[config.mk]
export PLATFORM = sky130hd
export DESIGN_NAME = hamming_serial_tx
export DESIGN_NICKNAME = d
export VERILOG_FILES = /design/src/rtl/hamming_pkg.sv /design/src/rtl/hamming_nibble_enc.sv /design/src/rtl/hamming_serial_tx.sv
export SDC_FILE = /design/constraint.sdc
export NUM_CORES = 1
export LEC_CHECK = 0
export BUFFER_PORTS_ARGS = -buffer_cell sky130_fd_sc_hd__buf_2
export CAP_MARGIN = 20
export CORE_MARGIN = 2
export CORE_UTILIZATION = 35
export CTS_CLUSTER_DIAMETER = 120
export DETAILED_ROUTE_END_ITERATION = 16
export GPL_ROUTABILITY_DRIVEN = 0
export PLACE_DENSITY = 0.58
export SKIP_CTS_REPAIR_TIMING = 1
export SYNTH_ARGS = -nofsm -noshare
export SYNTH_HDL_FRONTEND = slang
export SYNTH_SLANG_ARGS = --single-unit
[constraint.sdc]
create_clock -name clk -period 2 [get_ports clk]
set_clock_uncertainty 0.15 [all_clocks]
set_input_delay 0.1 -clock clk [delete_from_list [all_inputs] [get_ports clk]]
set_output_delay 0.1 -clock clk [all_outputs]
set_load 0.1 [all_outputs]
[src/rtl/hamming_pkg.sv]
// Shared definitions for the Hamming-protected counter transmit path:
// nibble encoder, transmitter state encoding and frame-size helper.
package hamming_pkg;

    typedef enum logic [1:0] {
        IDLE = 2'd0,
        SEND = 2'd1,
        DONE = 2'd2
    } tx_state_t;

    localparam int unsigned NIBBLE_CODE_BITS = 7;

    function automatic int unsigned code_bits_for(input int unsigned w);
        return (w / 4) * NIBBLE_CODE_BITS;
    endfunction

    // Codeword in frame order: bit 0 = d0 ... bit 3 = d3, then p0, p1, p2.
    function automatic logic [6:0] enc_nibble(input logic [3:0] d);
        logic p0;
        logic p1;
        logic p2;
        p0 = d[0] ^ d[2] ^ d[3];
        p1 = d[0] ^ d[1] ^ d[3];
        p2 = d[0] ^ d[1] ^ d[2];
        return {p2, p1, p0, d};
    endfunction

endpackage

[src/rtl/hamming_nibble_enc.sv]
// Combinational 4-to-7 Hamming encoder for a single nibble.
module hamming_nibble_enc
    import hamming_pkg::*;
(
    input  logic [3:0] nibble,
    output logic [6:0] code
);

    assign code = enc_nibble(nibble);

endmodule

[src/rtl/hamming_serial_tx.sv]
// Hamming-encodes a counter snapshot and streams it LSB-first over valid/ready.
// Optional HAMMING_TX_FAULT_INJ_EN adds a single-bit fault injection port pair.
module hamming_serial_tx
    import hamming_pkg::*;
#(
    parameter int unsigned width = 32
) (
    input  logic             clk,
    input  logic             reset,
    input  logic             start,
    input  logic [width-1:0] data_in,
`ifdef HAMMING_TX_FAULT_INJ_EN
    input  logic             inj_en,
    input  logic [$clog2(code_bits_for(width))-1:0] inj_pos,
`endif
    output logic             ready,
    output logic             ser_out,
    output logic             ser_valid,
    input  logic             ser_ready,
    output logic             frame_start,
    output logic             done
);

    localparam int unsigned blocks    = width / 4;
    localparam int unsigned code_bits = code_bits_for(width);
    localparam int unsigned cnt_w     = $clog2(code_bits);

    logic [code_bits-1:0] code_word;
    logic [code_bits-1:0] frame_word;
    logic [code_bits-1:0] shift_q;
    logic [cnt_w-1:0]     cnt_q;
    tx_state_t            state_q;

    for (genvar i = 0; i < blocks; i++) begin : g_enc
        hamming_nibble_enc u_enc (
            .nibble (data_in[i*4 +: 4]),
            .code   (code_word[i*7 +: 7])
        );
    end

`ifdef HAMMING_TX_FAULT_INJ_EN
    // Positions at or beyond code_bits match no bit, so the frame stays clean.
    always_comb begin
        frame_word = code_word;
        for (int j = 0; j < int'(code_bits); j++) begin
            if (inj_en && (inj_pos == cnt_w'(j))) begin
                frame_word[j] = ~code_word[j];
            end
        end
    end
`else
    assign frame_word = code_word;
`endif

    always_ff @(posedge clk or posedge reset) begin
        if (reset) begin
            state_q <= IDLE;
            cnt_q   <= '0;
            shift_q <= '0;
        end else begin
            case (state_q)
                IDLE: begin
                    if (start) begin
                        shift_q <= frame_word;
                        cnt_q   <= '0;
                        state_q <= SEND;
                    end
                end
                SEND: begin
                    if (ser_ready) begin
                        shift_q <= {1'b0, shift_q[code_bits-1:1]};
                        if (cnt_q == cnt_w'(code_bits - 1)) begin
                            state_q <= DONE;
                        end else begin
                            cnt_q <= cnt_q + 1'b1;
                        end
                    end
                end
                DONE:    state_q <= IDLE;
                default: state_q <= IDLE;
            endcase
        end
    end

    assign ready       = (state_q == IDLE);
    assign ser_valid   = (state_q == SEND);
    assign ser_out     = ser_valid & shift_q[0];
    assign frame_start = ser_valid && (cnt_q == '0);
    assign done        = (state_q == DONE);

endmodule

# --- Word-level counts from Yosys, hierarchy flattened ---
# Index checks and enable logic that the tools add are counted.
totals:
  word_cells: 70
  inputBits: 36
  out_inout_bits: 5
  ff_bits: 64
classes:
  n_eq_ne: 7
  n_addsub: 1
  reduce_logical: 7
  bitwise: 41
  mux: 11
op_table:
  columns: ["op", "n"]
  rows:
  - ["56-bit 2-to-1 mux", 2]
  - ["56-bit case mux with 2 select lines", 1]
  - ["1-bit XOR", 40]
  - ["6-bit 2-to-1 mux", 3]
  - ["6-bit case mux with 2 select lines", 1]
  - ["6-bit by 1-bit adder with 6-bit output, second input constant", 1]
  - ["6-bit == test, second input constant", 1]
  - ["6-bit zero test", 1]
  - ["2-bit 2-to-1 mux", 3]
  - ["3-bit AND reduction", 2]
  - ["2-bit by 1-bit inequality test with 1-bit output, second input constant", 2]
  - ["2-bit inequality test, second input constant", 2]
  - ["2-bit case mux with 2 select lines", 1]
  - ["4-bit AND reduction", 1]
  - ["2-bit by 1-bit == test with 1-bit output, second input constant", 1]
  - ["2-bit == test, second input constant", 1]
  - ["2-bit zero test", 1]
  - ["2-bit nonzero test", 1]
  - ["1-bit AND", 1]
  - ["1-bit logical AND", 1]

# --- Logic depth before layout (Yosys ltp) ---
logic_depth:
  ltp_word: 4
  ltp_mapped: 7
  depth_no_buf: 4

# --- Modules after synthesis ---
# From an unflattened synthesis, not the netlist that was laid out.
hier_totals:
  hier_cells: 348
  hier_area_um2: 3849.9
modules_own_cells:
  columns: ["mod", "area_each_um2", "n_inst", "cells_per_inst", "seq_area_each_um2"]
  rows:
  - ["hamming_serial_tx", 3039.2, 1, 292, 1601.5]
  - ["hamming_nibble_enc", 101.3, 8, 7, 0.0]

# --- Least setup slack after synthesis ---
# Ideal clock, no wire load.
synth_path:
  path_type: "register to output"
  startpoint: "register state_q[1]"
  endpoint: "output frame_start"
  setup_slack_ps: -923
  required_time_ps: 1750
  arrival_ps: 2673
  path_stages_with_launch: 6
  cell_sequence: "dfrtp_1 > nand2b_1 > buf_2 > inv_2 > clkbuf_1 > and3_1"
synth_between:
  elab_chain_len: 2
synth_rtl:
  columns: ["item", "line", "source"]
  rows:
  - ["from (decl)", "hamming_serial_tx.sv:32", "tx_state_t state_q;"]
  - ["from (signal assigned)", "hamming_serial_tx.sv:57", "state_q <= IDLE;"]
  - ["from (signal assigned)", "hamming_serial_tx.sv:66", "state_q <= SEND;"]
  - ["from (signal assigned)", "hamming_serial_tx.sv:73", "state_q <= DONE;"]
  - ["2-bit by 1-bit == test with 1-bit output", "hamming_serial_tx.sv:86", "assign ser_valid = (state_q == SEND);"]
  - ["named net ser_valid", "hamming_serial_tx.sv:18", "output logic ser_valid,"]
  - ["1-bit logical AND", "hamming_serial_tx.sv:88", "assign frame_start = ser_valid && (cnt_q == '0);"]
  - ["to (decl)", "hamming_serial_tx.sv:20", "output logic frame_start,"]
# The timed path passes the listed nets, and every way through them passes these cells.

# --- Final worst setup path ---
layout_path:
  startpoint: "register state_q[1]"
  endpoint: "output ser_out"
layout_between:
  elab_chain_len: 2
layout_rtl:
  columns: ["item", "line", "source"]
  rows:
  - ["2-bit by 1-bit == test with 1-bit output", "hamming_serial_tx.sv:86", null]
  - ["1-bit AND", "hamming_serial_tx.sv:87", "assign ser_out = ser_valid & shift_q[0];"]
  - ["to (decl)", "hamming_serial_tx.sv:17", "output logic ser_out,"]
# No other way between the ends.

==> results.md <==
- CP required: 1.75 ns
- Cell with the largest stage delay on the worst path: dfrtp_1
- DR WL/cell: 15.4 µm
- Largest net degree at the start of global routing: 66
- Longest Clk Path Bufs: 2
- Drt pass-1 iters: 4
- Fill cell count: 968
- Final period util: 0.959
- FF-to-FF Start: state_q[0]
- First-pass GRT wire length: 14,000 µm
- Endpoints failing setup: 0
- Worst skew pair latency: 0.34 ns
- Placed insts: 502
- Worst Hold End: shift_q[24]
- Post-route ant nets: 0
- Vias in the first global route: 2,884
- Height of the die: 105 µm
- Syn Nets: 382
- Synth Area in Adders: 0.00701
- HPWL Detailed: 5340 µm
- Area of the mapped netlist: 0.00357 mm²
- RSZ-0062 raised after global routing: false
- Mux cell area share after synthesis: 0.0954
- Failing checks: negative hold slack
- Io pins: 41
- FFs w/ async S/R, synth: 1.00
- Initial drt markers: 134
- Die width: 105 µm
- Number of diodes: 0
- Remaining Overflow, GRT: 0
- Dominant synthesized flop cell: dfrtp_1
- Max-slew violations: 0
- Min cycle time layout: 1.92 ns
- Core area: 0.00982 mm²
- Worst r2r dst: shift_q[7]
- Kind of critical path: register to primary output
- Post-synth EDFFs: 0
- Clk sink count: 64
- CP peak stage delay: 0.41 ns
- Synth top area share: 0.449
- Top post-synthesis cells by count: o21ai_0 (84), dfrtp_1 (64), mux2i_1 (34)
- Post-layout nets: 432
- Initial antenna violation count: 0
- Relative slew slack: 0.680
- Mapped Cells: 344
- Crit-path cells: nand2b_1 > inv_4 > buf_12 > and2_2 > buf_12
- Synth Area in Compound Gates: 0.241
- Starting Density: 0.363
- PD cells: 1190 mW/mm²
- Final hold violation count: 23
- Area growth from synthesis to layout: 22.3%
- Status: finished with violations
- FF+latch count, synth: 64
- Worst R2R Path Depth: 5
- Post-route insts no fill: 531
- Syn. warnings: 0
- Max-cap violations: 0
- Worst Path Arrival: 1.67 ns
- CP startpoint kind: register
- Maximum VDD drop: 0.442 mV
- CP bufs+invs: 3
- Yosys cell types: 38
- Overall power: 5.19 mW
- DRC Markers: 0
- Largest family of logic cells by synthesized area: compound AO/OA/AOI/OAI gates
- Leakage: 1.88 nW
- CTS tree: done
- Crit path from: state_q[1]
- CTS Root Cell: clkbuf_8
- Share of cells above drive strength 1: 0.244
- Dominant cell type by area after synthesis: dfrtp_1
- Vias post-DR: 2,775
- Max Clk Rate: 0.522 GHz
- Vias per std cell: 5.23
- Final hold slack: -0.0508 ns
- Reg clk slew, reported paths: 0.07 ns
- Global Route Usage Sum: 0.155
- Worst hold stages: 3
- Most frequent CP cell: buf_12
- Hold Crit Class: input pin to register
- XOR/XNOR Fraction of Synth Area: 0.0982
- Post-synthesis sequential area ratio: 0.449
- H-tree Lvls: 3
- Synth area leaders: dfrtp_1 (45%), o21ai_0 (12%), mux2i_1 (9.5%)
- Critical Path Fanout Max: 20
- Total wire length: 8170 µm
- Buffers on Ports: 40
- Worst Tran Pin Value: 0.484 ns
- Total CTS buffers: 9
- Syn_area_per_cell: 10.4 µm²
- R2R Setup Slk: 0.28 ns
- Count leader, synth: o21ai_0
- Site Rows: 36
- Synthesized-area fraction occupied by and/or/nand/nor cells: 0.0593
- CP top delay family: buffers and inverters
- Crit end category: primary output
- Hold path start: data_in[15]
- Full die area: 0.0110 mm²
[flip-flops by register name (all words and copies together) (netlist names)]
register  cells
shift_q      56
cnt_q         6
state_q       2
[where the power goes]
| group | switching [mW] | total (mW) | leakage, nW | internal, mW |
|---|---|---|---|---|
| Combinational | 1.11 | 1.99 | 0.936 | 0.884 |
| Clock | 0.511 | 1.11 | 0.0989 | 0.598 |
| Sequential | 0.292 | 2.09 | 0.840 | 1.80 |
[area by class of cell]
cell class / instances / area, µm² / area share
clock buffers: 11 / 141 / 0.0324
clock inverters: 4 / 45.0 / 0.0103
inverters: 7 / 28.8 / 0.00659
multi-input cells: 243 / 1800 / 0.413
flip-flops and latches: 64 / 1600 / 0.367
well taps: 133 / 166 / 0.0381
repair buffers: 69 / 576 / 0.132
[worst reg2reg max path, delay by kind of cell, from the launching register on]
kind | cells | cell delay [ns]
buf+inv | 2 | 0.50
simple gates | 1 | 0.16
mux | 1 | 0.25
compound gates | 1 | 0.09
flops | 1 | 0.47
[how the worst max path moves through the flow]
stage	slack, ns	endpoint	depth (start not counted)
floorplan	-0.12	frame_start	5
CTS	-0.05	ser_out	5
global route	0.004	ser_out	5
detailed placement	0.22	shift_q[6]	5
global placement	0.26	shift_q[54]	5
finish	0.08	ser_out	5
[placed cells by master, fill, tap and decap left out, types with 2 or more instances in the layout]
cell           instances
nand2_1               25
ha_1                   2
clkinv_2               3
o21ai_1                4
dlygate4sd3_1         14
xnor2_1               16
nand3_1                3
clkbuf_8              10
inv_1                  5
dfrtp_1               63
buf_12                 9
nand2b_1               2
o211ai_1               3
o221ai_2              19
o21ai_0               84
o221ai_1               4
o22ai_1                3
xor2_1                24
buf_2                 36
a211oi_1               3
mux2i_1               33
buf_4                 10
[layer usage]
metal  wire [µm]  global-route usage  share of wire
met5           0                   0              0
met4         124              0.0590          0.015
met3         208              0.0306          0.025
met2        3960               0.250           0.48
met1        3880               0.207           0.48
[per-stage QoR]
| stage | worst slack, ns | utilization | cell area, µm² | setup TNS (ns) |
|---|---|---|---|---|
| after global placement | 0.261 | 0.411 | 4030 | 0 |
| after floorplan | -0.121 | - | 3570 | -0.191 |
| after global routing | 0.00365 | 0.444 | 4360 | 0 |
| final | 0.0825 | 0.444 | 4360 | 0 |
| after detailed placement | 0.224 | 0.411 | 4030 | 0 |
| after CTS | -0.0539 | 0.430 | 4220 | -0.0539 |
[cells by family after synthesis]
group           Yosys count
compound gates          124
xor+xnor                 40
fa+ha+maj                 2
buf+inv                  37
flops                    64
mux                      34
simple gates             43
No activity file was read; power rests on OpenSTA's default activity.
